**config.mk**
```make
export PLATFORM = sky130hd
export DESIGN_NAME = keypad_emulator
export DESIGN_NICKNAME = d
export VERILOG_FILES = /design/src/rtl/keypad_emulator.sv
export SDC_FILE = /design/constraint.sdc
export NUM_CORES = 1
export LEC_CHECK = 0
export CORE_AREA = 2 2 75 77
export CTS_CLUSTER_DIAMETER = 200
export DETAILED_ROUTE_END_ITERATION = 6
export DIE_AREA = 0 0 77 79
export GPL_TIMING_DRIVEN = 0
export PLACE_DENSITY_LB_ADDON = 0.2
export SYNTH_ARGS = -nofsm -noshare
export SYNTH_HDL_FRONTEND = slang
export SYNTH_SLANG_ARGS = --single-unit
```
**constraint.sdc**
```tcl
create_clock -name clock -period 2.3 [get_ports clock]
set_clock_uncertainty 0.05 [all_clocks]
set_input_delay 0.23 -clock clock [delete_from_list [all_inputs] [get_ports clock]]
set_output_delay 0.23 -clock clock [all_outputs]
set_load 0.005 [all_outputs]
```
**src/rtl/keypad_emulator.sv**
```systemverilog
// Keypad emulator: presses one key for PRESS_CYCLES, then forces a RELEASE_CYCLES gap,
// answering the scanner's column strobe combinationally with the pressed key's row.
module keypad_emulator #(
    parameter int unsigned PRESS_CYCLES   = 16,
    parameter int unsigned RELEASE_CYCLES = 8
) (
    input  logic       clock,
    input  logic       reset,
    input  logic [3:0] key_in,
    input  logic       key_valid,
    output logic       key_ready,
    input  logic [1:0] col_selector,
    output logic [1:0] row_result,
    output logic       valid_out,
    output logic       busy,
    output logic       done,
    output logic [7:0] press_count
);

    typedef enum logic [1:0] {
        IDLE,
        PRESS,
        RELEASE
    } state_t;

    localparam logic [7:0] PRESS_LOAD   = 8'(PRESS_CYCLES - 1);
    localparam logic [7:0] RELEASE_LOAD = 8'(RELEASE_CYCLES - 1);

    state_t     state, state_n;
    logic [7:0] cnt, cnt_n;
    logic [3:0] kreg, kreg_n;
    logic       done_n;
    logic [7:0] count_n;
    logic [1:0] key_col, key_row;

    always_ff @(posedge clock) begin
        if (reset) begin
            state       <= IDLE;
            cnt         <= '0;
            kreg        <= '0;
            done        <= 1'b0;
            press_count <= '0;
        end else begin
            state       <= state_n;
            cnt         <= cnt_n;
            kreg        <= kreg_n;
            done        <= done_n;
            press_count <= count_n;
        end
    end

    always_comb begin
        state_n = state;
        cnt_n   = cnt;
        kreg_n  = kreg;
        done_n  = 1'b0;
        count_n = press_count;
        case (state)
            IDLE: begin
                if (key_valid) begin
                    kreg_n  = key_in;
                    cnt_n   = PRESS_LOAD;
                    state_n = PRESS;
                end
            end
            PRESS: begin
                if (cnt == 8'd0) begin
                    cnt_n   = RELEASE_LOAD;
                    state_n = RELEASE;
                end else begin
                    cnt_n = cnt - 8'd1;
                end
            end
            RELEASE: begin
                if (cnt == 8'd0) begin
                    state_n = IDLE;
                    done_n  = 1'b1;
                    count_n = press_count + 8'd1;
                end else begin
                    cnt_n = cnt - 8'd1;
                end
            end
            default: state_n = IDLE;
        endcase
    end

    // Physical 4x4 layout: columns 1-2-3-A, rows counted from the top row (3) down to 0.
    always_comb begin
        key_col = 2'd0;
        key_row = 2'd0;
        case (kreg)
            4'h1: begin key_col = 2'd0; key_row = 2'd3; end
            4'h4: begin key_col = 2'd0; key_row = 2'd2; end
            4'h7: begin key_col = 2'd0; key_row = 2'd1; end
            4'hF: begin key_col = 2'd0; key_row = 2'd0; end
            4'h2: begin key_col = 2'd1; key_row = 2'd3; end
            4'h5: begin key_col = 2'd1; key_row = 2'd2; end
            4'h8: begin key_col = 2'd1; key_row = 2'd1; end
            4'h0: begin key_col = 2'd1; key_row = 2'd0; end
            4'h3: begin key_col = 2'd2; key_row = 2'd3; end
            4'h6: begin key_col = 2'd2; key_row = 2'd2; end
            4'h9: begin key_col = 2'd2; key_row = 2'd1; end
            4'hE: begin key_col = 2'd2; key_row = 2'd0; end
            4'hA: begin key_col = 2'd3; key_row = 2'd3; end
            4'hB: begin key_col = 2'd3; key_row = 2'd2; end
            4'hC: begin key_col = 2'd3; key_row = 2'd1; end
            4'hD: begin key_col = 2'd3; key_row = 2'd0; end
            default: begin key_col = 2'd0; key_row = 2'd0; end
        endcase
    end

    assign key_ready  = (state == IDLE);
    assign busy       = (state != IDLE);
    assign valid_out  = (state == PRESS) && (col_selector == key_col);
    assign row_result = valid_out ? key_row : 2'b00;

endmodule

```
* Word-level counts from Yosys, hierarchy flattened
Memory sizes are Yosys's and may differ from the RTL's. A register that Yosys moved wholly into a read port is not among the register bits.
Cells that the tools add are included.
** Cells by class
- Add/subtract/negate cells :: 2
- Equal/unequal tests :: 7
- Multiplexer cells :: 12
- Bitwise logic cells :: 1
- Reduce and logical (&&, ||, !) cells :: 10
** Operator list (number)
- $mux W8 :: 3
- $pmux W8 S3 :: 1
- $add A8 B1 Y8 const B :: 1
- $logic_not A8 Y1 :: 1
- $mux W2 :: 4
- $mux W4 :: 2
- $ne A2 B2 Y1 const B :: 4
- $sub A8 B1 Y8 const B :: 1
- $pmux W2 S3 :: 1
- $reduce_and A3 Y1 :: 2
- $reduce_and A2 Y1 :: 2
- $reduce_bool A3 Y1 :: 1
- $eq A2 B1 Y1 const B :: 1
- $eq A2 B2 Y1 :: 1
- $eq A2 B2 Y1 const B :: 1
- $logic_not A2 Y1 :: 1
- $reduce_bool A2 Y1 :: 1
- $reduce_or A2 Y1 :: 1
- $logic_and A1 B1 Y1 :: 1
- $mux W1 :: 1
- $not A1 Y1 :: 1
** Word-level totals
- Bits in registers :: 23
- ROM bits :: 64
- Bits of input ports :: 9
- Output and inout bits :: 14
- Memories :: 1
** Memories
- (name not given) :: depth 16, bits a word 4, rd ports 1, clocked after Yosys merged registers in 1, write ports 0, RTL line 91 : case (kreg)

* Logic depth before layout (Yosys ltp)
- Word-level depth :: 4
- Mapped depth :: 8

* Worst setup path before layout
OpenSTA, ideal clock, no wires.
- Path kind :: flip-flop to flip-flop
- From :: reg state[0]
- To :: reg press_count[7]
- Data arrival time :: 1.718 ns
- Data required time :: 2.118 ns
- Path slack :: 0.399 ns
- Cell stages (with the launch flop) :: 7
- Path buffers :: 0
- Clock period less this slack :: 1.901 ns
- Cell sequence :: dfxtp_1 -> inv_1 -> ha_1 -> or4b_1 -> nor3_2 -> a31o_2 -> a21oi_1
** On the way
- Longest elaborated chain between the ends :: 2
** RTL lines
- from (decl) :: RTL line 29 : state_t state, state_n;
- from (signal assigned) :: RTL line 44 : state <= state_n;
- $eq A2 B2 Y1 :: RTL line 58 : case (state)
- $reduce_and A2 Y1 (no source line)
- to (signal assigned) :: RTL line 48 : press_count <= count_n;
- to (decl) :: RTL line 17 : output logic [7:0] press_count
No other way between the ends.
A chain may end at the register's enable or synchronous reset.

* Final worst setup path
- From :: reg cnt[0]
- To :: reg cnt[7]
** On the way
- Longest elaborated chain between the ends :: 3
** RTL lines
- from (decl) :: RTL line 30 : logic [7:0] cnt, cnt_n;
- from (signal assigned) :: RTL line 45 : cnt <= cnt_n;
- $sub A8 B1 Y8 or $logic_not A8 Y1 (tied branches)
- $mux W8 (tied with other cells) :: RTL line 75 : if (cnt == 8'd0) begin
- $pmux W8 S3 or $reduce_and A3 Y1 (tied branches)
Several ways; a longest one is shown, not always the timed one. The select of a mux whose other input is x is not followed.

==> metrics.md <==
| Metric | Value |
|---|---|
| Status | `finished, final reports clean` |
| Area Overhead vs Synth | `23.5%` |
| Utilization after layout | `0.352` |
| Worst Setup SP | `cnt[0]` |
| Period Utilization, post-route | `0.910` |
| Reg clk slew, reported paths | `0.10 ns` |
| CTS tree | `built` |
| Vias per Instance | `approximately 4.8` |
| Reg2reg setup slack | `about 0.21 ns` |
| Worst-Skew Late Latency | `roughly 0.27 ns` |
| Combinational fraction of design power | `0.537` |
| Grt met2 use | `0.189` |
| Post-DRT Antenna Nets | `0` |
| Min-Delay Path Class | `in2reg` |
| Fraction of registers with async set/reset | `0` |
| Synth Warn # | `0` |
| GRT overflow | `0` |
| Final worst setup slack | `0.208 ns` |
| Slowest CP cell | `or4b_4` |
| Top_reg_cell synth | `dfxtp_1` |
| Die ar. | `~0.006 mm2` |
| Row Count | `27` |
| Die X | `77 um` |
| Pre-antenna DRT Iters | `4` |
| Pleak | `0.663 nW` |
| Seq/Total Area, Yosys | `0.356` |
| Setup TNS Final | `0 ns` |
| Detail Placement HPWL | `between 2000 and 2500 um` |
| Clk sinks | `27` |
| Crit path largest cell delay | `approximately 0.52 ns` |
| PostCTS Resize Cnt | `0` |
| Reg2Reg Depth | `6` |
| Root Buffer | `clkbuf_8` |
| IO Count | `23` |
| Dpl ws | `about 0.15 ns` |
| Most Crowded Layer GR | `met2` |
| Final WL | `3330 um` |
| H-tree depth | `1` |
| Grt met1 use | `0.153` |
| DRT iter0 DRCs | `between 50 and 60` |
| CTS Buf Count | `3` |
| Layout cells sized above 1 | `0.122` |
| Initial antenna violation count | `0` |
| Switching pwr | `859 uW` |
| GR Util met3 | `0.0318` |
| Relative slew margins | `0.578` |
| Least-Margin Pin Slew | `0.628 ns` |
| Avg Cell Area, Syn | `8.45 um2` |
| Clk buf depth | `2` |
| Clock power share | `0.138` |
| Pint | `between 1 and 1.5 mW` |
| CP Capture Type | `flip-flop` |
| Slew Limit Fails | `0` |
| Sw frac | `0.429` |
| Core box area | `about 0.0053 mm2` |
| Tmin final | `2.09 ns` |
| Worst Path Required | `between 2 and 2.5 ns` |
| Setup violators final | `0` |
| Vias in the first global route | `about 1,200` |
| Synth Cell Area | `between 0.0015 and 0.002 mm2` |
| Final hold violation count | `0` |
| Footprint of the multi-input gates | `about 910 um2` |
| Vias post-DR | `between 1,000 and 1,500` |
| Number of remaining DRC errors | `0` |
| RSZ-0062 raised after global routing | `false` |
| Nets | `221` |
| Routability Congestion | `between 0.8 and 0.9` |
| Crit path max fanout | `6` |
| Worst path cell trace | `inv_1 -> ha_1 -> or4b_4 -> o211ai_1 -> o21ai_0 -> a211oi_1` |
| WS Path Type | `reg2reg` |
| Reg2reg end | `cnt[7]` |
| Total GRT Usage | `0.116` |
| PwrDens | `~1100 mW/mm2` |
| Input/output buffers | `21` |
| Global-route wire length before repair | `~5800 um` |
| Die Height | `about 79 um` |
| Startpoint Class | `flip-flop` |
| Number of cells produced by synthesis | `180` |
| Synthesized flop and latch total | `27` |
| Post-synth EDFFs | `0` |
| Max-cap violations | `0` |
| Post-CTS Hold Buffers | `0` |
| Post-CTS Setup Inserts | `0` |
| Net Count, Synth | `roughly 200` |
| Peak supply drop | `approximately 0.46 mV` |
| N_diodes | `0` |
| # fillers | `about 600` |
| Initial Util | `0.285` |
| Post-synth cell types | `39` |
| WP data arrival | `roughly 2.2 ns` |
| Sequential share of power | `0.326` |
| Drt wl/cell | `about 12 um` |
| Largest net degree at the start of global routing | `16` |
| Total area of sequential cells | `about 540 um2` |
| Crit path to | `cnt[7]` |
| Reg-to-Reg Start | `cnt[0]` |
| Peak Freq | `approximately 0.48 GHz` |
## critical path, delay by kind of cell, from the launching register on
family                     cells  cell delay, ns
adders and majority gates      1            0.25
buffers and inverters          1            0.07
and+or+nand+nor                1            0.52
DFF                            1            0.36
AOI/OAI and AO/OA              3            0.76
## layout by cell type (no fill, tap or decap), drive strengths merged, types with 3 or more instances in the layout
master / Yosys / routed
o31ai: 3 / 3
nor3: 11 / 11
clkbuf: 3 / 6
clkdlybuf4s50: 0 / 21
nand3: 12 / 12
buf: 4 / 4
inv: 10 / 10
a211oi: 7 / 7
o21ai: 8 / 8
dfxtp: 27 / 27
ha: 6 / 6
xnor2: 8 / 8
a21bo: 4 / 4
nand2b: 5 / 5
nand2: 8 / 8
or3: 5 / 5
a21oi: 17 / 17
nor2: 15 / 15
## synth_stat cells, drive strengths merged, types with 5 or more instances
master  count  area share
nor3       11       0.043
dfxtp      27        0.36
ha          6       0.049
o21ai       8       0.026
inv        10       0.025
nand3      12       0.040
or3         5       0.021
nor2       15       0.037
nand2b      5       0.021
a211oi      7       0.035
a21oi      17       0.061
xnor2       8       0.046
nand2       8       0.020
## through the flow
stage / area, um2 / hold slack [ns] / instances / power, mW
2_1_floorplan: 1520 / 0.286 / 180 / 1.44
3_3_place_gp: 1820 / 0.453 / 273 / 1.72
3_5_place_dp: 1820 / 0.456 / 273 / 1.73
4_1_cts: 1870 / 0.337 / 277 / 2.02
5_1_grt: 1880 / 0.359 / 277 / 2.18
6_report: 1880 / 0.353 / 277 / 2.00
## state kept, by name (all words and copies together), names as in the netlist
signal / cells
state: 2
key_row: 2
cnt: 8
done: 1
key_col: 2
kreg: 4
press_count: 8
## power by group through the flow
stage          clock network, mW  registers, mW  logic [mW]
2_1_floorplan                  0          0.637       0.807
3_3_place_gp                   0          0.658        1.07
3_5_place_dp                   0          0.658        1.07
4_1_cts                    0.296          0.647        1.07
5_1_grt                    0.313          0.667        1.20
6_report                   0.276          0.652        1.07
## worst min-delay path by stage
stage	cells past startpoint	slack (ns)	end	from
6_report	3	0.35	kreg[2]	key_valid
5_1_grt	3	0.36	kreg[2]	key_valid
3_3_place_gp	2	0.45	state[1]	state[1]
2_1_floorplan	1	0.29	kreg[2]	reset
3_5_place_dp	2	0.46	state[1]	state[1]
4_1_cts	3	0.34	kreg[2]	key_valid
## per-layer routing
metal	routed length [um]	vias up
li1	-	702
met1	1650	606
met2	1530	22
met3	109	4
met4	40	0
met5	0	-
## final cells by class
class	instances	share of cell area
buffer	7	0.0200
clock buffer	3	0.0220
clock inverter	1	0.00267
inverter	10	0.0200
multi-input combinational	136	0.487
sequential	27	0.288
tap	72	0.0480
timing repair buffer	21	0.112
## logic make-up after synthesis
group	Yosys count	synth area share
and+or+nand+nor	71	0.272
AOI/OAI and AO/OA	50	0.221
DFF	27	0.356
buffers and inverters	17	0.0494
xor gates and xnor gates	9	0.0519
adders and majority gates	6	0.0494
No activity file was read; power rests on OpenSTA's default activity.
